### src/rtl/reset_release_sequencer.sv
// Releases N_STAGES per-subsystem resets in order with hold time, stage spacing and a ready handshake.
// Define RST_SEQ_TIMEOUT_EN to add the per-stage ready timeout and sticky timeout_err flag.
module reset_release_sequencer #(
  parameter int unsigned N_STAGES    = 4,
  parameter int unsigned HOLD_MIN    = 16,
  parameter int unsigned STAGE_DELAY = 256,
  parameter int unsigned SYNC_STAGES = 3,
  parameter int unsigned TIMEOUT     = 4096
) (
  input  logic                user_clk,
  input  logic                sys_clk_rst_sync,
  input  logic                idelay_rdy,
  input  logic                soft_rst_req,
  input  logic [N_STAGES-1:0] stage_ready,
  output logic [N_STAGES-1:0] stage_rst,
  output logic                seq_done,
  output logic [1:0]          seq_state,
  output logic [3:0]          stage_idx,
  output logic                timeout_err,
  output logic [15:0]         rst_count
);

  localparam int unsigned HOLD_W   = $clog2(HOLD_MIN + 1);
  localparam int unsigned DLY_W    = $clog2(STAGE_DELAY + 1);
  localparam logic [3:0]  LAST_IDX = 4'(N_STAGES - 1);

  if (N_STAGES < 1 || N_STAGES > 16 || HOLD_MIN < 1 || STAGE_DELAY < 1 ||
      SYNC_STAGES < 2 || TIMEOUT < 1) begin : g_param_check
    $error("reset_release_sequencer: parameter out of range");
  end

  typedef enum logic [1:0] {
    S_HOLD     = 2'd0,
    S_WAIT_RDY = 2'd1,
    S_RELEASE  = 2'd2,
    S_DONE     = 2'd3
  } state_e;

  state_e                 state_q;
  logic [SYNC_STAGES-1:0] sync_q;
  logic [N_STAGES-1:0]    stage_rst_q;
  logic                   seq_done_q;
  logic [3:0]             stage_idx_q;
  logic [15:0]            rst_count_q;
  logic [HOLD_W-1:0]      hold_cnt_q;
  logic [DLY_W-1:0]       delay_cnt_q;

  logic        rdy_s;
  logic [15:0] ready_ext;
  logic [15:0] rel_mask;
  logic [3:0]  next_idx;
  logic        cur_ready;
  logic        delay_done;
  logic        to_expired;
  logic        advance;
  logic        reseq;

  assign rdy_s      = sync_q[SYNC_STAGES-1];
  assign ready_ext  = 16'(stage_ready);
  assign cur_ready  = ready_ext[stage_idx_q];
  assign next_idx   = stage_idx_q + 4'd1;
  assign rel_mask   = 16'd1 << next_idx;
  // Delay counter saturates one past STAGE_DELAY-1 so "expired on an earlier edge" is visible.
  assign delay_done = delay_cnt_q >= DLY_W'(STAGE_DELAY - 1);
  assign advance    = delay_done && (cur_ready || to_expired);
  assign reseq      = soft_rst_req ||
                      (!rdy_s && (state_q == S_RELEASE || state_q == S_DONE));

`ifdef RST_SEQ_TIMEOUT_EN
  localparam int unsigned TO_W = $clog2(TIMEOUT + 1);

  logic [TO_W-1:0] to_cnt_q;
  logic            timeout_err_q;

  // Timeout window opens on the edge after the stage delay expired.
  assign to_expired  = (delay_cnt_q == DLY_W'(STAGE_DELAY)) && !cur_ready &&
                       (to_cnt_q == TO_W'(TIMEOUT - 1));
  assign timeout_err = timeout_err_q;
`else
  assign to_expired  = 1'b0;
  assign timeout_err = 1'b0;
`endif

  always_ff @(posedge user_clk) begin
    if (sys_clk_rst_sync) begin
      state_q     <= S_HOLD;
      sync_q      <= '0;
      stage_rst_q <= '1;
      seq_done_q  <= 1'b0;
      stage_idx_q <= 4'd0;
      rst_count_q <= 16'd0;
      hold_cnt_q  <= '0;
      delay_cnt_q <= '0;
`ifdef RST_SEQ_TIMEOUT_EN
      to_cnt_q      <= '0;
      timeout_err_q <= 1'b0;
`endif
    end else begin
      sync_q <= {sync_q[SYNC_STAGES-2:0], idelay_rdy};
      if (reseq) begin
        state_q     <= S_HOLD;
        stage_rst_q <= '1;
        seq_done_q  <= 1'b0;
        stage_idx_q <= 4'd0;
        hold_cnt_q  <= '0;
        delay_cnt_q <= '0;
`ifdef RST_SEQ_TIMEOUT_EN
        to_cnt_q    <= '0;
`endif
        if (rst_count_q != 16'hFFFF) rst_count_q <= rst_count_q + 16'd1;
      end else begin
        case (state_q)
          S_HOLD: begin
            stage_rst_q <= '1;
            if (hold_cnt_q == HOLD_W'(HOLD_MIN - 1)) state_q <= S_WAIT_RDY;
            else hold_cnt_q <= hold_cnt_q + HOLD_W'(1);
          end
          S_WAIT_RDY: begin
            if (rdy_s) begin
              state_q        <= S_RELEASE;
              stage_idx_q    <= 4'd0;
              stage_rst_q[0] <= 1'b0;
              delay_cnt_q    <= '0;
`ifdef RST_SEQ_TIMEOUT_EN
              to_cnt_q       <= '0;
`endif
            end
          end
          S_RELEASE: begin
            if (delay_cnt_q != DLY_W'(STAGE_DELAY)) delay_cnt_q <= delay_cnt_q + DLY_W'(1);
`ifdef RST_SEQ_TIMEOUT_EN
            else if (!cur_ready) to_cnt_q <= to_cnt_q + TO_W'(1);
`endif
            if (advance) begin
              delay_cnt_q <= '0;
`ifdef RST_SEQ_TIMEOUT_EN
              to_cnt_q    <= '0;
              if (to_expired) timeout_err_q <= 1'b1;
`endif
              if (stage_idx_q == LAST_IDX) begin
                state_q    <= S_DONE;
                seq_done_q <= 1'b1;
              end else begin
                stage_idx_q <= next_idx;
                stage_rst_q <= stage_rst_q & ~rel_mask[N_STAGES-1:0];
              end
            end
          end
          S_DONE: seq_done_q <= 1'b1;
          default: state_q <= S_HOLD;
        endcase
      end
    end
  end

  assign stage_rst = stage_rst_q;
  assign seq_done  = seq_done_q;
  assign seq_state = state_q;
  assign stage_idx = stage_idx_q;
  assign rst_count = rst_count_q;

endmodule

### config.mk
export PLATFORM = sky130hd
export DESIGN_NAME = reset_release_sequencer
export DESIGN_NICKNAME = d
export VERILOG_FILES = /design/src/rtl/reset_release_sequencer.sv
export SDC_FILE = /design/constraint.sdc
export NUM_CORES = 1
export LEC_CHECK = 0
export BUFFER_PORTS_ARGS = -buffer_cell sky130_fd_sc_hd__buf_4
export CORE_UTILIZATION = 35
export CTS_BUF_LIST = sky130_fd_sc_hd__clkbuf_2
export DETAILED_ROUTE_END_ITERATION = 8
export PLACE_DENSITY_LB_ADDON = 0.25
export SLEW_MARGIN = 15
export SYNTH_ARGS = -nofsm -noshare
export SYNTH_HDL_FRONTEND = slang
export SYNTH_SLANG_ARGS = --single-unit
### constraint.sdc
create_clock -name user_clk -period 2.68 [get_ports user_clk]
set_input_delay 0.536 -clock user_clk [delete_from_list [all_inputs] [get_ports user_clk]]
set_output_delay 0.536 -clock user_clk [all_outputs]
set_load 0.01 [all_outputs]
==> results.txt, run 1 <==
- Global routing used 15.7% of the available tracks.
- Clock skew on the completed layout was measured at 0.0111 ns.
- Relative slew margins: 62.5%
* Kind of end point of the critical path: flip-flop
- Measured against the total synthesized area, the mux share comes to 2.60%.
- In the finished design, the share of the clock period the worst path needs comes to 91.9%.
* Post-synthesis cell count: 271
- Library cell used as clock root buffer: clkbuf_2
* Vias in the first global route: 1968
* Fraction of synthesized cell area taken by the top area cell type: 37.4%
- The multi-input combinational cells in the finished layout cover a total of 1400 µm².
* Die width: 84.0 µm
- In this run the power density over the cells is 395 nW/µm².
- Cell type contributing the most total cell area after synthesis: dfxtp_1
* Residual antenna-violating net count after detailed routing: 0
* Achievable clock frequency: 0.406 GHz
* Fillers: 666
- A synthesized cell averages 8.69 µm².
- In this run, post-CTS repair resized a total of 0 instances.
- Synthesis inferred 44 register bits.
- Die span in y: 84.0 µm
- After clock tree synthesis, the flow added hold-fix buffers numbering 0.
- The detailed router placed 2103 vias in this run.
- In this run, synthesis inferred 0 flip-flops with an integrated enable.
* Final critical delay including setup and external delays: 2.46 ns
- Post-synthesis share of cell area spent on full adders, half adders and majority gates: 5.84%
* Synth unique cells: 54
- Crit start category: flip-flop
- Data arrival, critical path: 2.80 ns
* Synth warn: 0
- After synthesis, the largest family of logic cells by area is simple AND/OR/NAND/NOR gates.
- Run status: complete, no violations
- Antenna violations before repair: 0
* Wire length per cell after detailed routing: 13.5 µm
- Buffers inserted during clock tree synthesis total 5.
- Post-layout net count: 328
- Once the floorplan was initialized, standard cells occupied 36.7% of the core.
* Maximum resistive drop on vdd: 0.000181 V
- Of the total synthesized cell area, the portion taken by XOR and XNOR cells is 4.83%.
- The area growth from synthesis to layout is 17.9%.
- Buffers added to address setup during post-CTS repair amount to 0.
- Count of inserted antenna diode cells: 0
- First-pass GRT wire length: 9.05 mm
- Once routing completed, OpenROAD measured the worst setup slack at 0.216 ns.
- Among all cell types in the netlist, the one instantiated most often is dfxtp_1.
- Layout cell share with drive strength beyond 1: 19.0%
* Overall power after layout: 1.10 mW
* Placement Rows: 29
- Min-Delay Path Class: in -> reg
* Area of all sequential standard cells: 881 µm²
* Total length of routed wires: 5.23 mm
- The count of pins over their slew limit came to 0.
- Die outline area: 7060 µm²
* Placeable core region: 6420 µm²
- Avg Vias per Cell: 5.43
* Pre-CTS setup slack: 0.237 ns
- The H-tree was split into 2 levels.
* Worst hold slack across all endpoints: 0.322 ns
- At the worst endpoint, the required time is 3.02 ns.
* Complex-gate fraction of the synthesized area: 19.9%
* Seq/Total Area, Yosys: 37.4%
* Top cells by count, synth: 44 x dfxtp_1, 30 x nor2_1, 18 x nand3_1
* Buffer levels on the longest clock path: 2
* Number of detailed-route iterations in the first pass: 4
* Cell Area, Synth: 2360 µm²
- Final RePlAce weighted congestion: 0.828
- Of all flip-flops after synthesis, the portion carrying an async set or reset was 0%.
- Clk sink count: 44
- Clk_lat worst skew: 0.40 ns
* Crit Path Category: reg -> reg
- Leak Pwr: 1.03 nW
- Entering global routing, the biggest net connects 23 pins.
- Total Neg Setup Slack: 0 ns
* DRT iter0 DRCs: 94
- Hold Vio Cnt, Final: 0
- During I/O placement, the number of pins put on the boundary was 36.
- For the pin with the worst max-slew slack, the measured transition is 0.562 ns.
- CTS tree: done
- Number of remaining DRC errors: 0
* Critical path fanouts, max: 10
* Input/output buffers: 34
- Net Count, Synth: 290
- Setup violations remaining at the end of the flow were counted as 0.
* Dominant cells by area after synthesis: dfxtp_1 37%, ha_1 5.8%, nor2_1 4.8%
- Max-cap violations in this run came to 0.
* Most common flop cell mapped by yosys: dfxtp_1
- Clock-pin slew was measured on the worst setup and hold paths at 0.22 ns.
- Global route overflow: 0
- After legalization and detailed placement, the total HPWL measured 3.84 mm.
* Fraction of the mapped netlist area in simple logic gates: 26.0%
- Unrepaired setup endpoints after global routing: no
[report_power, final]
| part | switching, mW | internal, mW |
|---|---|---|
| Sequential | 0.00614 | 0.662 |
| Clock | 0.214 | 0.160 |
| Combinational | 0.0299 | 0.0248 |
| Total | 0.250 | 0.848 |
[critical path, cell delays in order (launching register included)]
cell and delay, ns:
dfxtp_1 0.40, ha_1 0.25, and3_1 0.20, nand3_1 0.12, nor2_1 0.06, ha_1 0.22
a311oi_4 0.36, o21ai_4 0.16, or4_1 0.48, a21oi_1 0.16
[registers in the layout (all words and copies together) (netlist names)]
register,flops
seq_done,1
rst_count,16
sync_q,3
stage_rst,4
delay_cnt_q,9
stage_idx,4
hold_cnt_q,5
seq_state,2
[path summary, 6_finish.rpt]
check	from	end	slack, ns	cells past startpoint
worst max-delay path	delay_cnt_q[0]	delay_cnt_q[6]	0.22	9
worst min-delay path	idelay_rdy	sync_q[0]	0.32	2
worst max register to register	delay_cnt_q[0]	delay_cnt_q[6]	0.22	9
worst min register to register	sync_q[1]	sync_q[2]	0.46	1
[cell type report]
class                           instances  share of cell area, %
Inverter                               10                   1.35
Multi-Input combinational cell        208                   50.3
Tap cell                               77                   3.47
Timing Repair Buffer                   40                   10.8
Clock inverter                          2                   1.26
Clock buffer                            6                   1.08
Sequential cell                        44                   31.7
[kinds of logic (layout without fill, tap and decap cells)]
kind of cell | Yosys count | in the layout
XOR/XNOR | 13 | 13
AO/OA/AOI/OAI | 62 | 62
multiplexers | 6 | 6
flip-flops | 44 | 44
AND/OR/NAND/NOR | 115 | 115
adder cells (fa/ha/maj) | 11 | 11
other | 1 | 1
buffers and inverters | 19 | 58
[per-layer routing]
layer / vias up / routed length (µm) / GRT usage (%)
met2: 29 / 2470 / 24.9
met3: 6 / 166 / 4.06
met1: 991 / 2510 / 20.4
li1: 1077 / - / -
met5: - / 0 / 0
met4: 0 / 77 / 5.96
[metrics by stage]
stage | util, % | instances | cell area (µm²)
after floorplan | - | 271 | 2360
after global placement | 42.2 | 379 | 2710
after detailed placement | 42.2 | 379 | 2710
after CTS | 43.2 | 387 | 2780
after global routing | 43.2 | 387 | 2780
final | 43.2 | 387 | 2780
[placed cells by master (no fill, tap or decap), types with 5 or more instances in the layout]
cell	n
inv_1	10
nor2b_1	8
or4_1	6
dfxtp_1	44
nor3_1	7
clkbuf_2	6
and3_1	6
xnor2_1	11
nor2_1	30
nand3_1	18
nand2_1	15
buf_4	40
mux2i_1	5
ha_1	11
o21ai_0	11
a211oi_1	8
a21oi_1	12
Note: power is estimated with default switching activity, not from simulation.
==> run 2: changes to the inputs <==
==> constraint.sdc (replaced) <==
create_clock -name user_clk -period 3.1 [get_ports user_clk]
set_input_delay 0.62 -clock user_clk [delete_from_list [all_inputs] [get_ports user_clk]]
set_output_delay 0.62 -clock user_clk [all_outputs]
set_load 0.01 [all_outputs]
==> run 2 against run 1 <==
- sequential share of layout area up 0.67 points
- sequential cell count unchanged
- sequential power fell by 14%
- worst setup slack better by 0.36 ns
- final area decreased by 2.1%
- via count down 1.8%
- die area did not move
- total power shrank 22%
- global-route usage shrank 0.67 points
- hold slack gained 0.090 ns
- clock power decreased by 36%
==> results.txt, run 2 (same netlist as run 1, synthesis figures left out) <==
* Run status: complete, no violations (unchanged)
* Maximum capacitance violations: 0 (unchanged)
- The number of sinks on the clock net was 44 (unchanged).
- Residual antenna-violating net count after detailed routing: 0 (unchanged)
- The final RePlAce weighted congestion came to 0.830 (was 0.828).
* Capture instance of the worst register-to-register path: delay_cnt_q[6] (unchanged)
- Origin of the worst setup path: delay_cnt_q[0] (unchanged)
- The leading cell type in the layout, fill and taps excluded is dfxtp_1 (unchanged).
* Skew final: 0.00471 ns (was 0.0111 ns)
- The peak supply drop was 0.000141 V (was 0.000181 V).
- H-tree levels: 2 (unchanged)
- Amount of wire on met2 after detailed routing: 2.43 mm (was 2.47 mm)
* Total routed wire length on the met1 layer: 2.38 mm (was 2.51 mm)
- Worst path most repeated cell: ha_1 (unchanged)
* First-pass GRT wire length: 8.80 mm (was 9.05 mm)
- Buffer levels on the longest clock path: 2 (unchanged)
- Global route overflow: 0 (unchanged)
- The placement row count came to 29 (unchanged).
- Power per standard cell area: 316 nW/µm² (was 395 nW/µm²)
- Final critical delay including setup and external delays: 2.53 ns (was 2.46 ns)
- Worst-path clk slew: 0.22 ns (about the same)
- The leakage dissipation is 0.996 nW (was 1.03 nW).
* CTS tree: done (unchanged)
- The end point of the critical path was delay_cnt_q[6] (unchanged).
- The length of routed met3 wiring was 203 µm (was 166 µm).
* Number of flip-flops under the largest register name: 16 (unchanged)
- Final HPWL from detailed placement: 3.65 mm (was 3.84 mm)
- The biggest cell delay along the critical path was 0.49 ns (was 0.48 ns).
* Die span in y: 84.0 µm (unchanged)
* Min-Delay Path Class: in -> reg (unchanged)
- Number of buffers added for setup after CTS: 0 (unchanged)
- The final worst setup slack came to 0.573 ns (was 0.216 ns).
* Antenna violations before repair: 0 (unchanged)
- The post-detailed-route via-to-cell ratio came to 5.41 (was 5.43).
* Pre-CTS setup slack: 0.622 ns (was 0.237 ns)
* Setup-violating endpoint count in the final report: 0 (unchanged)
- DRT iter0 DRCs: 86 (was 94)
- The share of final-layout standard cells stronger than drive strength 1 came to 17.7% (was 19.0%).
* Final clock period utilization by the worst path: 81.5% (was 91.9%)
- Cells along the critical path: ha_1 > and3_1 > nand3_1 > nor2_1 > ha_1 > a311oi_4 > o21ai_4 > or4_1 > a21oi_1 (unchanged).
* Required time of the critical path: 3.45 ns (was 3.02 ns)
- The worst setup slack for register-to-register paths came to 0.57 ns (was 0.22 ns).
* Length in cells of the worst reg-to-reg path: 9 (unchanged)
- Growth of design area from synthesis to finish: 15.5% (was 17.9%)
- The number of remaining DRC errors is 0 (unchanged).
* Worst Path Buf+Inv: 0 (unchanged)
* Crit Path Category: reg -> reg (unchanged)
- The starting density of the core came to 36.7% (unchanged).
* Library cell used as clock root buffer: clkbuf_2 (unchanged)
- The post-route setup TNS came to 0 ns (unchanged).
* Post-cts hold buffer count: 0 (unchanged)
* Achievable clock frequency: 0.396 GHz (was 0.406 GHz)
- Number of buffers added by the clock tree synthesis step: 5 (unchanged)
- The number of nets in the final layout is 324 (was 328).
- Count of instances resized after the clock tree is built: 0 (unchanged)
- The filler cell count in the final layout was 651 (was 666).
* Crit start category: flip-flop (unchanged)
- Final max-slew violation count: 0 (unchanged)
* Top library cells by usage in the layout, fill and taps aside: 44 x dfxtp_1, 36 x buf_4, 30 x nor2_1, 18 x nand3_1, 15 x nand2_1 (was 44 x dfxtp_1, 40 x buf_4, 30 x nor2_1, 18 x nand3_1, 15 x nand2_1)
* GR Util All Layers: 15.0% (was 15.7%)
* Cell family with the largest share of critical-path delay: simple AND/OR/NAND/NOR gates (unchanged)
* Largest net degree at the start of global routing: 23 (unchanged)
* CP max-delay cell: or4_1 (unchanged)
- Origin of the critical flop-to-flop path: delay_cnt_q[0] (unchanged)
* Clk_lat worst skew: 0.40 ns (about the same)
- The core area is 6420 µm² (unchanged).
- The final number of hold-violating endpoints is 0 (unchanged).
- Total length of routed wires: 5.08 mm (was 5.23 mm)
- The top routing layer in use is met4 (unchanged).
- Unrepaired setup endpoints after global routing: no (unchanged).
- Count of inserted antenna diode cells: 0 (unchanged)
* Critical path fanouts, max: 10 (unchanged)
- The slew at the pin closest to its max-slew limit is 0.832 ns (was 0.562 ns).
- The average wire per standard cell was 13.3 µm (was 13.5 µm).
* Kind of end point of the critical path: flip-flop (unchanged)
- The top-level port count was 36 (unchanged).
* Relative slew margins: 44.1% (was 62.5%)
* Number of detailed-route iterations in the first pass: 4 (unchanged)
* Crit. path cell count: 9 (unchanged)
- The arrival time reported for the critical path endpoint is 2.87 ns (was 2.80 ns).
* Vias after detailed routing: 2066 (was 2103)
- The width of the chip was 84.0 µm (unchanged).
* Vias in the first global route: 1976 (was 1968)
* Die outline area: 7060 µm² (unchanged)
- The number of buffers added on ports is 34 (unchanged).
## run 2: cell types whose count changed in the layout (fill, tap and decap cells not counted), sizes merged
| cell | previous run | this run |
|---|---|---|
| buf | 40 | 36 |
| bufinv | 1 | 0 |
| clkbuf | 6 | 5 |
| clkinvlp | 0 | 1 |
## run 2: worst reg2reg max path, stage by stage, from the launching register on
cell and delay, ns:
dfxtp_1 0.40, ha_1 0.24, and3_1 0.20, nand3_1 0.12
nor2_1 0.07, ha_1 0.22, a311oi_4 0.43, o21ai_4 0.16
or4_1 0.50, a21oi_1 0.15
## run 2: worst min-delay path by stage
stage,to,depth (start not counted),from
global route,sync_q[0],2,idelay_rdy
floorplan,sync_q[1],1,sync_q[0]
CTS,sync_q[0],2,idelay_rdy
global placement,sync_q[1],1,sync_q[0]
detailed placement,sync_q[1],1,sync_q[0]
finish,sync_q[0],2,idelay_rdy
## run 2: cell type report
cell class	count	area [µm²]	area share, %
multi-input cells	208	1400	51.4
flip-flops and latches	44	881	32.4
repair buffers	36	270	9.94
well taps	77	96.3	3.54
inverters	10	37.5	1.38
clock buffers	5	25.0	0.920
clock inverters	2	12.5	0.460
## run 2: where the power goes
group          leakage [nW]  internal (mW)  switching, mW
registers             0.356          0.573        0.00511
clock network        0.0248         0.0498          0.188
logic                 0.616         0.0198         0.0251
## run 2: stage by stage
stage / hold WS [ns] / area (µm²) / util [%] / total power [mW] / std cells
global route: 0.359 / 2720 / 42.4 / 0.906 / 382
detailed placement: 0.427 / 2680 / 41.8 / 0.634 / 375
global placement: 0.433 / 2680 / 41.8 / 0.634 / 375
CTS: 0.379 / 2720 / 42.4 / 0.877 / 382
floorplan: 0.414 / 2360 / - / 0.616 / 271
finish: 0.411 / 2720 / 42.4 / 0.860 / 382
## run 2: per-layer routing
metal | global-route usage (%) | up-vias
met5 | 0 | -
met4 | 4.39 | 0
met3 | 3.26 | 8
met2 | 25.9 | 39
met1 | 18.7 | 958
li1 | - | 1061
